### config.mk
export PLATFORM = sky130hd
export DESIGN_NAME = indicator_scan_flat
export DESIGN_NICKNAME = d
export VERILOG_FILES = /design/src/rtl/indicator_scan_if.sv /design/src/rtl/indicator_scan.sv /design/src/flat_wrapper.sv
export SDC_FILE = /design/constraint.sdc
export NUM_CORES = 1
export LEC_CHECK = 0
export CORE_UTILIZATION = 51
export DETAILED_ROUTE_END_ITERATION = 16
export PLACE_DENSITY = 0.76
export SYNTH_ARGS = -nofsm -noshare
export SYNTH_HDL_FRONTEND = slang
export SYNTH_SLANG_ARGS = --single-unit
### constraint.sdc
create_clock -name clk -period 2.3 [get_ports clk]
set_input_delay 0.23 -clock clk [delete_from_list [all_inputs] [get_ports clk]]
set_output_delay 0.23 -clock clk [all_outputs]
set_load 0.02 [all_outputs]
### src/rtl/indicator_scan_if.sv
// indicator_scan_if: display-driver bus between control logic and the scan driver.
//   value    : DIGITS hex nibbles; value[3:0] is digit 0, the rightmost digit
//   dp_in    : per-digit decimal point request
//   load     : capture value/dp_in this cycle
//   lz_en    : leading-zero suppression enable
//   enable   : display enable
//   segments : {dp, g..a} in the driver's configured polarity
//   anodes   : one-hot digit select in the driver's configured polarity
//   frame    : one-cycle pulse at the end of each full scan
// The master modport is the controller side; the slave modport is the driver side.
interface indicator_scan_if #(
  parameter int unsigned DIGITS = 4
) ();
  logic [4*DIGITS-1:0] value;
  logic [DIGITS-1:0]   dp_in;
  logic                load;
  logic                lz_en;
  logic                enable;
  logic [7:0]          segments;
  logic [DIGITS-1:0]   anodes;
  logic                frame;

  modport master (
    output value, dp_in, load, lz_en, enable,
    input  segments, anodes, frame
  );

  modport slave (
    input  value, dp_in, load, lz_en, enable,
    output segments, anodes, frame
  );
endinterface

### src/rtl/indicator_scan.sv
// indicator_scan: multiplexed DIGITS-digit hex 7-segment display driver.
//   clk     : system clock
//   rst     : asynchronous active-high reset
//   disp_io : indicator_scan_if slave (value/dp_in/load/lz_en/enable in,
//             segments/anodes/frame out, all outputs registered)
// Each digit slot lasts PRESCALE clocks; the first GUARD clocks of a slot keep
// every anode and segment off to avoid ghosting. Loaded data is held in a
// pending buffer and only moved to the displayed buffer at a frame wrap, so a
// single scan never mixes two values.
module indicator_scan #(
  parameter int unsigned DIGITS         = 4,
  parameter int unsigned PRESCALE       = 50000,
  parameter int unsigned GUARD          = 2,
  parameter bit          SEG_ACTIVE_LOW = 1'b1,
  parameter bit          AN_ACTIVE_LOW  = 1'b1
) (
  input logic             clk,
  input logic             rst,
  indicator_scan_if.slave disp_io
);

  localparam int unsigned CntW = (PRESCALE > 1) ? $clog2(PRESCALE) : 1;
  localparam int unsigned IdxW = (DIGITS > 1) ? $clog2(DIGITS) : 1;

  localparam logic [7:0]        SegOff = {8{SEG_ACTIVE_LOW}};
  localparam logic [DIGITS-1:0] AnOff  = {DIGITS{AN_ACTIVE_LOW}};

  // Active-low glyphs with the dp bit (bit 7) unlit.
  function automatic logic [7:0] glyph(input logic [3:0] nib);
    logic [7:0] g;
    case (nib)
      4'h0:    g = 8'hC0;
      4'h1:    g = 8'hF9;
      4'h2:    g = 8'hA4;
      4'h3:    g = 8'hB0;
      4'h4:    g = 8'h99;
      4'h5:    g = 8'h92;
      4'h6:    g = 8'h82;
      4'h7:    g = 8'hF8;
      4'h8:    g = 8'h80;
      4'h9:    g = 8'h90;
      4'hA:    g = 8'h88;
      4'hB:    g = 8'h83;
      4'hC:    g = 8'hC6;
      4'hD:    g = 8'hA1;
      4'hE:    g = 8'h86;
      default: g = 8'h8E;
    endcase
    return g;
  endfunction

  logic [CntW-1:0]     cnt_q, cnt_d;
  logic [IdxW-1:0]     idx_q, idx_d;
  logic [4*DIGITS-1:0] pend_val_q, pend_val_d;
  logic [DIGITS-1:0]   pend_dp_q, pend_dp_d;
  logic                pend_flag_q, pend_flag_d;
  logic [4*DIGITS-1:0] act_val_q, act_val_d;
  logic [DIGITS-1:0]   act_dp_q, act_dp_d;
  logic [7:0]          seg_q, seg_d;
  logic [DIGITS-1:0]   an_q, an_d;
  logic                frame_q, frame_d;

  logic tick, last_digit, wrap;

  assign tick       = (cnt_q == CntW'(PRESCALE - 1));
  assign last_digit = (idx_q == IdxW'(DIGITS - 1));
  assign wrap       = disp_io.enable && tick && last_digit;

  // Slot timing: prescaler and digit index.
  always_comb begin
    cnt_d = cnt_q + CntW'(1);
    idx_d = idx_q;
    if (!disp_io.enable) begin
      cnt_d = '0;
      idx_d = '0;
    end else if (tick) begin
      cnt_d = '0;
      idx_d = last_digit ? '0 : idx_q + IdxW'(1);
    end
  end

  // Double-buffered display data; the displayed copy only changes at a wrap.
  always_comb begin
    pend_val_d  = pend_val_q;
    pend_dp_d   = pend_dp_q;
    pend_flag_d = pend_flag_q;
    act_val_d   = act_val_q;
    act_dp_d    = act_dp_q;
    if (wrap) begin
      if (disp_io.load) begin
        act_val_d   = disp_io.value;
        act_dp_d    = disp_io.dp_in;
        pend_flag_d = 1'b0;
      end else if (pend_flag_q) begin
        act_val_d   = pend_val_q;
        act_dp_d    = pend_dp_q;
        pend_flag_d = 1'b0;
      end
    end else if (disp_io.load) begin
      pend_val_d  = disp_io.value;
      pend_dp_d   = disp_io.dp_in;
      pend_flag_d = 1'b1;
    end
  end

  // Output decode for the current slot.
  always_comb begin
    logic [3:0]        cur_nib;
    logic              cur_dp;
    logic              cur_lead;
    logic              zero_run;
    logic              blank;
    logic              lit;
    logic [7:0]        seg_raw;
    logic [DIGITS-1:0] an_raw;
    cur_nib  = '0;
    cur_dp   = 1'b0;
    cur_lead = 1'b0;
    zero_run = 1'b1;
    an_raw   = '0;
    // Walk from the most significant digit down; zero_run stays set while all
    // nibbles from the top down to digit k are zero.
    for (int k = DIGITS - 1; k >= 0; k--) begin
      zero_run = zero_run & (act_val_q[4*k +: 4] == 4'h0);
      if (IdxW'(k) == idx_q) begin
        cur_nib   = act_val_q[4*k +: 4];
        cur_dp    = act_dp_q[k];
        cur_lead  = zero_run;
        an_raw[k] = 1'b1;
      end
    end
    blank   = disp_io.lz_en && (idx_q != '0) && cur_lead;
    seg_raw = blank ? 8'hFF : glyph(cur_nib);
    if (cur_dp) seg_raw[7] = 1'b0;
    lit     = disp_io.enable && (cnt_q >= CntW'(GUARD));
    seg_d   = lit ? (seg_raw ^ {8{~SEG_ACTIVE_LOW}}) : SegOff;
    an_d    = lit ? (an_raw ^ {DIGITS{AN_ACTIVE_LOW}}) : AnOff;
    frame_d = wrap;
  end

  always_ff @(posedge clk or posedge rst) begin
    if (rst) begin
      cnt_q       <= '0;
      idx_q       <= '0;
      pend_val_q  <= '0;
      pend_dp_q   <= '0;
      pend_flag_q <= 1'b0;
      act_val_q   <= '0;
      act_dp_q    <= '0;
      seg_q       <= SegOff;
      an_q        <= AnOff;
      frame_q     <= 1'b0;
    end else begin
      cnt_q       <= cnt_d;
      idx_q       <= idx_d;
      pend_val_q  <= pend_val_d;
      pend_dp_q   <= pend_dp_d;
      pend_flag_q <= pend_flag_d;
      act_val_q   <= act_val_d;
      act_dp_q    <= act_dp_d;
      seg_q       <= seg_d;
      an_q        <= an_d;
      frame_q     <= frame_d;
    end
  end

  assign disp_io.segments = seg_q;
  assign disp_io.anodes   = an_q;
  assign disp_io.frame    = frame_q;

endmodule

### src/flat_wrapper.sv
// flat-port wrapper written by rule: the top's interface ports become plain ports
module indicator_scan_flat 
#(
  parameter int unsigned DIGITS         = 4,
  parameter int unsigned PRESCALE       = 50000,
  parameter int unsigned GUARD          = 2,
  parameter bit          SEG_ACTIVE_LOW = 1'b1,
  parameter bit          AN_ACTIVE_LOW  = 1'b1
)
  (clk, rst, disp_io_value, disp_io_dp_in, disp_io_load, disp_io_lz_en, disp_io_enable, disp_io_segments, disp_io_anodes, disp_io_frame);
  indicator_scan_if #(.DIGITS(DIGITS)) disp_io_i ();
  input logic clk;
  input logic rst;
  input wire logic [$bits(disp_io_i.value)-1:0] disp_io_value;
  input wire logic [$bits(disp_io_i.dp_in)-1:0] disp_io_dp_in;
  input wire logic [$bits(disp_io_i.load)-1:0] disp_io_load;
  input wire logic [$bits(disp_io_i.lz_en)-1:0] disp_io_lz_en;
  input wire logic [$bits(disp_io_i.enable)-1:0] disp_io_enable;
  output wire logic [$bits(disp_io_i.segments)-1:0] disp_io_segments;
  output wire logic [$bits(disp_io_i.anodes)-1:0] disp_io_anodes;
  output wire logic [$bits(disp_io_i.frame)-1:0] disp_io_frame;
  assign disp_io_i.value = disp_io_value;
  assign disp_io_i.dp_in = disp_io_dp_in;
  assign disp_io_i.load = disp_io_load;
  assign disp_io_i.lz_en = disp_io_lz_en;
  assign disp_io_i.enable = disp_io_enable;
  assign disp_io_segments = disp_io_i.segments;
  assign disp_io_anodes = disp_io_i.anodes;
  assign disp_io_frame = disp_io_i.frame;
  indicator_scan #(.DIGITS(DIGITS), .PRESCALE(PRESCALE), .GUARD(GUARD), .SEG_ACTIVE_LOW(SEG_ACTIVE_LOW), .AN_ACTIVE_LOW(AN_ACTIVE_LOW)) u_core (.clk(clk), .rst(rst), .disp_io(disp_io_i));
endmodule
* Yosys cells after proc, flatten, opt, wreduce, memory -nomap -nowiden *
Memory sizes are Yosys's and may differ from the RTL's.
Index checks and enable logic that the tools add are counted.

storage, ports and cells
  logic and storage cells = 71
  input bits = 25
  register bits after elaboration = 72
  memories = 1
  memory bits (read-only) = 112

memory list
  name              words  bits a word  rd ports  clocked after Yosys merged registers in  wr ports  RTL line              RTL
  (name not given)  16     7            1         0                                        0         indicator_scan.sv:31  case (nib)

cells by class
  reductions and logical operators = 15
  mux-type cells = 31
  add/subtract/negate cells = 2
  order comparisons = 1
  equality and inequality tests = 6
  bitwise operators = 5

operators by type and width
  kind                     number
  $mux W16                 4
  $mux W4                  7
  $add A16 B1 Y16 const B  1
  $eq A16 B16 Y1 const B   1
  $ge A16 B2 Y1 const B    1
  $logic_not A4 Y1         4
  $mux W8                  2
  $mux W1                  15
  $mux W2                  3
  $reduce_bool A2 Y1       3
  $logic_and A1 B1 Y1      5
  $eq A2 B2 Y1 const A     2
  $not A4 Y4               1
  $reduce_and A2 Y1        2
  $and A1 B1 Y1            3
  $add A2 B1 Y2 const B    1
  $eq A1 B2 Y1 const A     1
  $eq A2 B2 Y1 const B     1
  $logic_not A2 Y1         1
  $ne A2 B1 Y1 const B     1
  $not A1 Y1               1

* Logic depth before layout (Yosys ltp) *
Gate-level depths: netlist (run 1).

  word-level depth = 9
  gate-level depth with buffers = 11
  mapped depth without buffers = 10

* Worst setup path after synthesis (run 1) *
No wires, ideal clock.

  path type = register to register
  start point = register u_core.idx_q[0]
  end point = register u_core.seg_q[0], in the netlist u_core.disp_io.segments[0]
  slack = -0.098 ns
  required time = 2.199 ns
  arrival = 2.297 ns
  clock period less this slack = 2.398 ns
  cell stages (with the launch flop) = 12
  cells stage by stage = dfrtp_1 -> inv_1 -> ha_1 -> clkbuf_1 -> a21oi_1 -> o21ai_0 -> a22oi_1 -> inv_1 -> ha_1 -> or3_1 -> o21ai_0 -> o21ai_0

between the ends
  word-level cells in the longest chain between the ends = 8
  elaborated cells on any way between the ends = 18
  those cells by class = eq/ne: 3; mux: 10; reduce/logical: 4; memory: 1

RTL lines
  element                                                RTL line               RTL
  from (decl)                                            indicator_scan.sv:53   logic [IdxW-1:0] idx_q, idx_d;
  from (signal assigned)                                 indicator_scan.sv:155  idx_q <= idx_d;
  $eq A2 B2 Y1                                           indicator_scan.sv:125  if (IdxW'(k) == idx_q) begin
  $mux W4 or $mux W1 (tied branches) (4 in a row)        indicator_scan.sv:125
  $mem_v2 Z16 W7 or $logic_and A1 B1 Y1 (tied branches)  -
  $mux W8 *                                              indicator_scan.sv:133  seg_raw = blank ? 8'hFF : glyph(cur_nib);
  $mux W8 *                                              indicator_scan.sv:136  seg_d = lit ? (seg_raw ^ {8{~SEG_ACTIVE_LOW}}) : SegOff;
  via u_core.seg_d[0]                                    indicator_scan.sv:59   logic [7:0] seg_q, seg_d;
  to (signal assigned)                                   indicator_scan.sv:150  seg_q <= SegOff;
  to (signal assigned)                                   indicator_scan.sv:161  seg_q <= seg_d;
  to (decl)                                              indicator_scan.sv:59

Mark *: on every way through the listed nets, which the timed path passes. The rest lies on a longest branch.
A chain may end at the register's enable or synchronous reset.

* Worst setup path in the final report (run 1) *
  start point = register u_core.cnt_q[10]
  end point = register u_core.act_val_q[9]

between the ends
  word-level cells in the longest chain between the ends = 4

RTL lines
  element                             RTL line               RTL
  from (decl)                         indicator_scan.sv:52   logic [CntW-1:0] cnt_q, cnt_d;
  from (signal assigned)              indicator_scan.sv:154  cnt_q <= cnt_d;
  $eq A16 B16 Y1                      indicator_scan.sv:65   assign tick = (cnt_q == CntW'(PRESCALE - 1));
  $logic_and A1 B1 Y1 (2 in a row)    indicator_scan.sv:67   assign wrap = disp_io.enable && tick && last_digit;
  $reduce_and A2 Y1 (no source line)  -
  to (signal assigned)                indicator_scan.sv:159  act_val_q <= act_val_d;
  to (decl)                           indicator_scan.sv:57   logic [4*DIGITS-1:0] act_val_q, act_val_d;

No other way between the ends.

==> reports/results.ini, run 1 <==
[clock_tree]
worstSkewPairLatency_ns=0.34
h-tree-depth=3
numCtsBuffers=9
cts_sinks=72
cts_root_buffer=clkbuf_8
cts_hold_buffers=0
cts.clk_slew.worst_paths_ns=0.07
clk_path_buf_depth=2
tritoncts=done

[global_routing]
overflow=0
grt_util_all_layers=0.216
use_met1=0.269
grt_antenna_before_repair=0
gr-max-usage-layer=met2
grt_pass1_vias=2704
grt_max_degree=56
use_met2=0.365
met3_usage=0.0493
grt_first_pass_wirelength_mm=12.5

[yosys]
synth_warnings=0
synthCells=316
yosysSeqAreaShare=0.492
ys.flop_type=dfrtp_1
synth_nets=354
yosys_register_bits=72
synth_edf_count=0
synth.distinct_cells=45
synthArstFlopShare=1.00
synthesis.area_um2=3690
synth.avg_cell_area_um2=11.7

[critical_path]
endpoint_kind=flop
cp.arrival_ns=2.49
setup.worst_path.start_class=flop
crit_fanout=10
crit_chain=nor4_2, nand2_1, or4_1, or4b_4, buf_12, mux2_4
slowest_delay_ns=0.54
r2r_cells=6
critPathSlowestCell=or4b_4
critical_path_class=flop to flop
crit_required_ns=2.53

[sta]
timing.final.crit_period_ns=2.27
fin_ws_ns=0.0342
hold_viol=0
setup_viol=0
fmax_mhz=441
finalCritPeriodShare=0.985
finalMaxSlewViolations=0
tightest_slew_ns=0.499
rsz0062_at_grt=true
slew_headroom=0.666
fin_skew_ns=0.00869

[detailed_routing]
vias_per_cell=5.36
wl_per_cell_um=15.1
ant_nets=0
drcViolationCount=0
vias=2624
drt_wl_total_mm=7.40
first_iter_violations=63
drt_first_pass_iters=5

[die]
io_pins=38
die_h_um=87.1
chipWidth_um=87.1
start_util=0.535
fp-row-count=30
die-area_um2=7590
core_area_um2=6910

[cells_and_area]
area_growth_pct=26.9
drive_above_1_share=0.343
multiInputGateArea_um2=1810
num_antenna_cells=0
nFillCells=523
nNetsFinal=427
seqCellArea_um2=1820
design_area_um2=4690

[pwr]
vdd_drop_max_mv=0.434
leakage_uw=0.00212
internal-power_uw=1980
seqPwrFrac=0.525
comb_power_share=0.109
clock_power_share=0.366
p_per_area_nw_per_um2=549
switchingPower_uw=594
switching_share=0.230

[placement]
place.gp.congestion=0.881
placed_area_um2=4460
dpl.hpwl_mm=5.40
portBuffers=37
post-place-ws_ns=-0.0127

[flow_run]
maxCapViolations=0

[run_status]
status=completed

[worst_hold_path]
hp-class=primary input to asynchronous set/reset pin

-- metal layers --
| layer | part of all wire | up-vias |
|---|---|---|
| met5 | 0 | - |
| met4 | 0.018 | 0 |
| met3 | 0.041 | 10 |
| met2 | 0.50 | 64 |
| met1 | 0.44 | 1288 |
| li1 | - | 1262 |
-- final cells by class --
class | instances | area share
timing repair buffer | 77 | 0.155
clock buffer | 12 | 0.0288
inverter | 9 | 0.00720
tap | 96 | 0.0256
sequential | 72 | 0.387
multi-input combinational | 220 | 0.386
clock inverter | 4 | 0.00961
-- flip-flops by register name, indices dropped and copies added (netlist names) --
register and count:
u_core.pend_dp_q 4, u_core.disp_io.anodes 4, u_core.act_dp_q 4, u_core.disp_io.frame 1, u_core.act_val_q 16, u_core.idx_q 2
u_core.pend_flag_q 1, u_core.disp_io.segments 8, u_core.pend_val_q 16, u_core.cnt_q 16
-- cells by family after synthesis --
kind of cell    synth area share
mux                        0.212
xor+xnor                  0.0308
simple gates               0.131
flops                      0.492
fa+ha+maj                 0.0440
compound gates            0.0613
buf+inv                   0.0284
-- final timing paths --
check | slack, ns | end | start
max | 0.03 | u_core.act_val_q[9] | u_core.cnt_q[10]
min | 0.19 | u_core.pend_val_q[2] | rst
max reg2reg | 0.03 | u_core.act_val_q[9] | u_core.cnt_q[10]
min reg2reg | 0.50 | u_core.pend_dp_q[2] | u_core.pend_dp_q[2]
max in group asynchronous | 1.51 | u_core.act_val_q[4] | rst
min in group clk | 0.50 | u_core.pend_dp_q[2] | u_core.pend_dp_q[2]
-- critical path, delay by kind of cell (launching register included) --
family,cells,cell delay [ns]
flip-flops,1,0.39
multiplexers,1,0.30
buffers and inverters,1,0.18
AND/OR/NAND/NOR,4,1.29
-- cell usage after synthesis (2+ instances only) --
master / instances / area share
clkbuf_1: 12 / 0.012
nand2_1: 27 / 0.027
nor4_1: 4 / 0.0068
a211oi_1: 4 / 0.0081
or4_1: 3 / 0.0061
mux2_4: 19 / 0.077
xor2_1: 7 / 0.017
nor2b_1: 2 / 0.0034
o41ai_1: 2 / 0.0047
inv_1: 9 / 0.0091
nor3_1: 6 / 0.0081
mux2_2: 39 / 0.12
a21oi_1: 6 / 0.0081
nand3_1: 14 / 0.019
o21ai_0: 7 / 0.0095
o21a_1: 2 / 0.0041
dfrtp_1: 60 / 0.41
o221ai_1: 3 / 0.0071
nor2_1: 22 / 0.022
xnor2_1: 6 / 0.014
dfstp_2: 12 / 0.085
and3_1: 3 / 0.0051
o22a_1: 2 / 0.0047
mux2i_1: 6 / 0.016
nand4_1: 2 / 0.0034
or3_1: 2 / 0.0034
buf_6: 2 / 0.0061
and2_1: 2 / 0.0034
a21boi_0: 2 / 0.0041
nand3b_1: 2 / 0.0041
ha_1: 13 / 0.044
-- stage by stage --
| stage | util | total power [µW] | hold slack [ns] | std cells | setup TNS, ns |
|---|---|---|---|---|---|
| 2_1_floorplan | - | 1530 | 0.359 | 316 | -0.227 |
| 3_3_place_gp | 0.646 | 1650 | 0.485 | 471 | 0 |
| 3_5_place_dp | 0.646 | 1660 | 0.492 | 471 | -0.0498 |
| 4_1_cts | 0.672 | 2600 | 0.197 | 487 | 0 |
| 5_1_grt | 0.679 | 2680 | 0.232 | 490 | -0.372 |
| 6_report | 0.679 | 2580 | 0.185 | 490 | 0 |
-- what timing repair did --
action / 4_1_cts / 5_1_grt
setup endpoints to repair: 20 / 44
gates resized for setup: 1 / 7
cloned: 0 / 0
pin swaps: 2 / 1
buffers inserted: 0 / 3
-- layout by cell type (no fill, tap or decap), types with 4 or more instances in the layout --
cell type,count
buf_12,4
ha_1,9
nand3_1,13
clkbuf_8,9
xnor2_1,6
dfrtp_1,60
ha_2,4
o21ai_0,6
nor2_1,22
a211oi_1,4
buf_4,34
mux2i_1,6
mux2_2,39
dfstp_2,12
nor3_1,6
xor2_1,7
mux2_4,19
inv_1,8
nand2_1,27
clkdlybuf4s50_1,37
a21oi_1,6
-- power groups by stage --
stage	Sequential, µW	Clock [µW]	Combinational [µW]
3_3_place_gp	1370	0	277
4_1_cts	1350	957	286
3_5_place_dp	1380	0	284
6_report	1350	943	281
5_1_grt	1360	1020	309
2_1_floorplan	1390	0	136
Note: power is estimated with default switching activity, not from simulation.
==> run 2, diff against run 1 <==
--- a/config.mk
+++ b/config.mk
@@ -5,6 +5,7 @@
 export SDC_FILE = /design/constraint.sdc
 export NUM_CORES = 1
 export LEC_CHECK = 0
+export CORE_MARGIN = 3
 export CORE_UTILIZATION = 51
 export DETAILED_ROUTE_END_ITERATION = 16
 export PLACE_DENSITY = 0.76
==> run 2 against run 1 <==
The run now ends with negative setup slack left. Register-to-register slack lost 0.06 ns. Total power is essentially flat. Clock power is essentially flat. Cell count grew 0.20%. Combinational power is essentially flat. Utilization grew 0.71 points. Critical path depth shrank 1. Cell area grew 1.0%. Critical path type unchanged. Highest routed layer unchanged.
==> reports/results.ini, run 2 (synthesized netlist as in run 1, its figures left out) <==
[run_status]
status=finished with violations
violations=negative setup slack

[clock_tree]
tritoncts=done
cts_sinks=72  ; unchanged
worstSkewPairLatency_ns=0.35  ; about the same
cts.clk_slew.worst_paths_ns=0.07  ; about the same
h-tree-depth=3  ; unchanged
cts_root_buffer=clkbuf_8
clk_path_buf_depth=2  ; unchanged
cts_hold_buffers=0  ; unchanged
numCtsBuffers=9  ; unchanged

[placement]
placed_cells=471  ; unchanged
place.gp.congestion=0.882  ; +0.12%
placed_area_um2=4440  ; -0.56%
dpl.hpwl_mm=5.27  ; -2.3%
portBuffers=37  ; unchanged

[die]
io_pins=38  ; unchanged
start_util=0.535  ; unchanged
die-area_um2=8300  ; +9.4%
chipWidth_um=91.1  ; +4.6%
core_area_um2=6910  ; unchanged
die_h_um=91.1  ; +4.6%
fp-row-count=30  ; unchanged

[sta]
fmax_mhz=430  ; -2.5%
rsz0062_at_grt=true
fin_ws_ns=-0.0235  ; -0.0577 ns
tightest_slew_ns=0.543  ; +0.0437 ns
finalCritPeriodShare=1.01  ; +0.0251
finalMaxSlewViolations=0  ; unchanged
timing.final.crit_period_ns=2.32  ; +0.0577 ns
hold_viol=0  ; unchanged
setup_viol=19  ; +19
slew_headroom=0.637  ; -0.0292
fin_skew_ns=0.0109  ; +0.00219 ns

[flow_run]
maxCapViolations=0  ; unchanged

[detailed_routing]
ant_nets=0  ; unchanged
drt_wl_total_mm=7.60  ; +2.7%
vias=2632  ; +0.30%
vias_per_cell=5.36  ; +0.10%
first_iter_violations=140  ; +120%
drcViolationCount=0  ; unchanged
wl_per_cell_um=15.5  ; +2.5%
drt_first_pass_iters=4  ; -1

[critical_path]
crit_required_ns=2.53  ; about the same
endpoint_kind=flop
cp.arrival_ns=2.55  ; +0.06 ns
setup.worst_path.start_class=flop
critical_path_class=flop to flop
crit_fanout=5  ; -5

[cells_and_area]
finalNonFillerCells=491  ; +0.20%
nNetsFinal=428  ; +0.23%
fin_util=0.686  ; +0.00706
num_antenna_cells=0  ; unchanged
nFillCells=516  ; -1.3%
largestRegisters=u_core.act_val_q (16), u_core.cnt_q (16), u_core.pend_val_q (16)
final_cell_mix=dfrtp_1, mux2_2, clkdlybuf4s50_1
drive_above_1_share=0.359  ; +0.0169
layout_commonest_cell=dfrtp_1
design_area_um2=4740  ; +1.0%
area_growth_pct=28.2

[global_routing]
grt_pass1_vias=2647  ; -2.1%
grt_util_all_layers=0.196  ; -0.0194
overflow=0  ; unchanged
grt_first_pass_wirelength_mm=13.1  ; +4.6%
grt_antenna_before_repair=0  ; unchanged
grt_max_degree=53  ; -5.4%

[pwr]
leakage_uw=0.00211  ; -0.30%
vdd_drop_max_mv=0.335  ; -23%
p_per_area_nw_per_um2=543  ; -1.1%
p_total_uw=2570  ; about the same

[worst_hold_path]
hp-class=primary input to asynchronous set/reset pin

run 2: cell count changes in the layout (fill, tap and decap cells not counted), moves of 2 or more:
cell / delta
ha_4: +3
buf_12: -2
inv_2: +2
dfrtp_2: +2
inv_1: -2
ha_2: -3
dfrtp_1: -2
or4b_4: +3
run 2: path summary, 6_finish.rpt:
path | start | end | slack, ns | depth (start not counted)
max in group asynchronous | rst | u_core.disp_io.anodes[1] | 1.40 | 3
setup reg to reg | u_core.cnt_q[11] | u_core.act_val_q[1] | -0.02 | 5
hold / removal | rst | u_core.pend_val_q[2] | 0.22 | 2
setup / recovery | u_core.cnt_q[11] | u_core.act_val_q[1] | -0.02 | 5
hold reg to reg | u_core.pend_val_q[15] | u_core.pend_val_q[15] | 0.51 | 1
min in group clk | u_core.pend_val_q[15] | u_core.pend_val_q[15] | 0.51 | 1
run 2: per-layer routing:
layer  up-vias  share of wire  routed length (µm)  GRT usage
met2        54           0.49                3700      0.321
met1      1299           0.46                3510      0.260
met3        12          0.037                 281     0.0456
met5         -              0                   0          0
met4         0          0.014                 104     0.0603
li1       1267              -                   -          -
run 2: metrics by stage:
| stage | setup TNS (ns) | setup WS, ns | hold slack, ns |
|---|---|---|---|
| finish | -0.275 | -0.0235 | 0.219 |
| detailed placement | -2.60 | -0.141 | 0.492 |
| global placement | -1.16 | -0.0608 | 0.486 |
| floorplan | -0.227 | -0.0147 | 0.359 |
| global route | -2.54 | -0.0891 | 0.240 |
| CTS | -0.121 | -0.0254 | 0.218 |
run 2: cell type report:
| class | count | area (µm²) | share of cell area |
|---|---|---|---|
| inverters | 9 | 33.8 | 0.00713 |
| repair buffers | 75 | 692 | 0.146 |
| clock inverters | 4 | 45.0 | 0.00951 |
| flip-flops and latches | 72 | 1820 | 0.384 |
| clock buffers | 12 | 135 | 0.0285 |
| multi-input cells | 223 | 1890 | 0.400 |
| well taps | 96 | 120 | 0.0253 |
run 2: where the power goes:
part / internal, µW / leakage [µW] / total (µW) / switching [µW]
clock: 497 / 0.0000941 / 943 / 446
sequential: 1330 / 0.000903 / 1350 / 21.1
combinational: 157 / 0.00111 / 281 / 124
run 2: what timing repair did:
action,in CTS,in global routing
buffers inserted,0,1
gates resized for setup,8,13
pin swaps,5,5
gates cloned,3,0
endpoints found under the setup margin,40,48
run 2: critical path, stage by stage, from the launching register on:
cell     delay (ns)
dfrtp_1        0.39
nor4_2         0.31
nand2_1        0.13
or4_4          0.47
or4b_4         0.59
mux2_4         0.33
==> run 3, diff against run 2 <==
--- a/config.mk
+++ b/config.mk
@@ -8,7 +8,9 @@
 export CORE_MARGIN = 3
 export CORE_UTILIZATION = 51
 export DETAILED_ROUTE_END_ITERATION = 16
+export MAX_ROUTING_LAYER = met4
 export PLACE_DENSITY = 0.76
+export SKIP_LAST_GASP = 1
 export SYNTH_ARGS = -nofsm -noshare
 export SYNTH_HDL_FRONTEND = slang
 export SYNTH_SLANG_ARGS = --single-unit
==> run 3 against run 2 <==
The run now ends clean. Critical path depth did not move. First-iteration DRC count is 20% lower. Sequential share of layout area is essentially flat. Maximum frequency increased by 1.7%. Combinational power about the same. Non-clock buffer count increased by 1. Sequential power hardly changed. Count of clock-buffer cells in the layout fell by 2. Sequential cell count unchanged. Clock power fell by 5.1%.
==> reports/results.ini, run 3 (synthesized netlist as in run 1, its figures left out) <==
[global_routing]
grt_max_degree=56  ; +5.7%
overflow=0  ; unchanged
grt_antenna_before_repair=0  ; unchanged
grt_pass1_vias=2738  ; +3.4%
grt_util_all_layers=0.203  ; +0.00668
grt_first_pass_wirelength_mm=12.9  ; -0.84%

[cells_and_area]
num_antenna_cells=0  ; unchanged
largestRegisters=u_core.act_val_q (16), u_core.cnt_q (16), u_core.pend_val_q (16)
final_cell_mix=dfrtp_1, mux2_2, clkdlybuf4s50_1
fin_util=0.685  ; -0.000725
area_growth_pct=28.1
layout_commonest_cell=dfrtp_1
drive_above_1_share=0.364  ; +0.00414
design_area_um2=4730  ; -0.11%
nNetsFinal=429  ; +0.23%

[sta]
finalMaxSlewViolations=0  ; unchanged
fmax_mhz=438  ; +1.7%
rsz0062_at_grt=true
finalCritPeriodShare=0.993  ; -0.0171
final.setup.tns_ns=0  ; +0.275 ns
tightest_slew_ns=0.494  ; -0.0489 ns
fin_ws_ns=0.0159  ; +0.0394 ns
timing.final.crit_period_ns=2.28  ; -0.0394 ns
slew_headroom=0.670  ; +0.0327
fin_skew_ns=0.00992  ; -0.000960 ns
setup_viol=0  ; -19
hold_viol=0  ; unchanged

[critical_path]
critPathSlowestCell=or4b_4
cp.depth=5  ; unchanged
crit_family=simple AND/OR/NAND/NOR gates
setup.worst_path.start_class=flop
crit_path_start=u_core.cnt_q[13]
critical_path_class=flop to flop
r2r-end=u_core.act_val_q[5]
slowest_delay_ns=0.59  ; about the same
r2r_cells=5  ; unchanged
endpoint_kind=flop
regToRegSetupSlack_ns=0.02  ; +0.04 ns
worst-path-buf-inv=0  ; unchanged
crit_fanout=5  ; unchanged
crit_required_ns=2.54  ; about the same
cp.arrival_ns=2.52  ; -0.03 ns
r2r-start=u_core.cnt_q[13]
crit_chain=nor4_2, nand2_1, or4_4, or4b_4, mux2_4
crit_end=u_core.act_val_q[5]

[clock_tree]
worstSkewPairLatency_ns=0.35  ; about the same
cts_root_buffer=clkbuf_8
clk_path_buf_depth=2  ; unchanged
h-tree-depth=3  ; unchanged
cts.clk_slew.worst_paths_ns=0.08  ; about the same
cts_sinks=72  ; unchanged
tritoncts=done
cts_hold_buffers=0  ; unchanged
numCtsBuffers=9  ; unchanged

[placement]
portBuffers=37  ; unchanged
placed_area_um2=4440  ; unchanged
place.gp.congestion=0.897  ; +1.7%
dpl.hpwl_mm=5.32  ; +0.85%
post-place-ws_ns=-0.0800  ; +0.0610 ns

[die]
die-area_um2=8300  ; unchanged
die_h_um=91.1  ; unchanged
core_area_um2=6910  ; unchanged
chipWidth_um=91.1  ; unchanged
fp-row-count=30  ; unchanged
start_util=0.535  ; unchanged
io_pins=38  ; unchanged

[worst_hold_path]
hp-class=primary input to asynchronous set/reset pin

[detailed_routing]
wl_per_cell_um=15.9  ; +3.0%
dr_wl_met2_mm=3.91  ; +5.5%
routed.top_layer=met4
vias=2693  ; +2.3%
drt_wl_total_mm=7.85  ; +3.3%
drt-met1-wl_mm=3.38  ; -3.7%
vias_per_cell=5.47  ; +2.1%
drt_first_pass_iters=4  ; unchanged
first_iter_violations=112  ; -20%
met3_length_um=408  ; +45%
drcViolationCount=0  ; unchanged
ant_nets=0  ; unchanged

[run_status]
status=completed

[flow_run]
maxCapViolations=0  ; unchanged

[pwr]
leakage_uw=0.00212  ; +0.46%
vdd_drop_max_mv=0.323  ; -3.6%
p_per_area_nw_per_um2=534  ; -1.6%

[run 3: changes by cell type in the layout (fill, tap and decap cells not counted), sizes merged]
cell,change
clkbuf,-2
clkinv,+2
buf,+1
bufinv,-1
inv,+1
[run 3: per-stage QoR]
stage,power [µW],hold WS [ns],cells
after floorplan,1530,0.359,316
after CTS,2540,0.186,490
final,2530,0.173,492
after global routing,2630,0.202,492
after detailed placement,1660,0.496,471
after global placement,1650,0.485,471
[run 3: final cells by class]
cell class | instances | area (µm²)
Clock buffer | 10 | 138
Clock inverter | 6 | 33.8
Fill cell | 520 | 2170
Inverter | 9 | 33.8
Multi-Input combinational cell | 223 | 1890
Sequential cell | 72 | 1820
Tap cell | 96 | 120
Timing Repair Buffer | 76 | 703
[run 3: worst min-delay path by stage]
| stage | to | cells past startpoint | from |
|---|---|---|---|
| CTS | u_core.pend_val_q[6] | 2 | rst |
| floorplan | u_core.cnt_q[2] | 1 | disp_io_enable |
| finish | u_core.pend_val_q[6] | 2 | rst |
| global route | u_core.pend_val_q[6] | 2 | rst |
| global placement | u_core.pend_val_q[0] | 1 | u_core.pend_val_q[0] |
| detailed placement | u_core.pend_val_q[6] | 1 | u_core.pend_val_q[6] |
[run 3: power breakdown]
group / switching (µW) / internal [µW]
Sequential: 22.5 / 1330
Combinational: 125 / 158
Clock: 480 / 415
Total: 628 / 1900
[run 3: what timing repair did]
action,4_1_cts,5_1_grt
setup buffers,0,2
pin swaps,2,5
setup endpoints to repair,20,46
gates cloned,3,0
gates resized for setup,5,13
[run 3: routing by layer]
layer,global-route usage,vias to the layer above
met3,0.0315,12
met5,-,-
li1,-,1276
met1,0.251,1329
met2,0.334,76
met4,0.0829,0
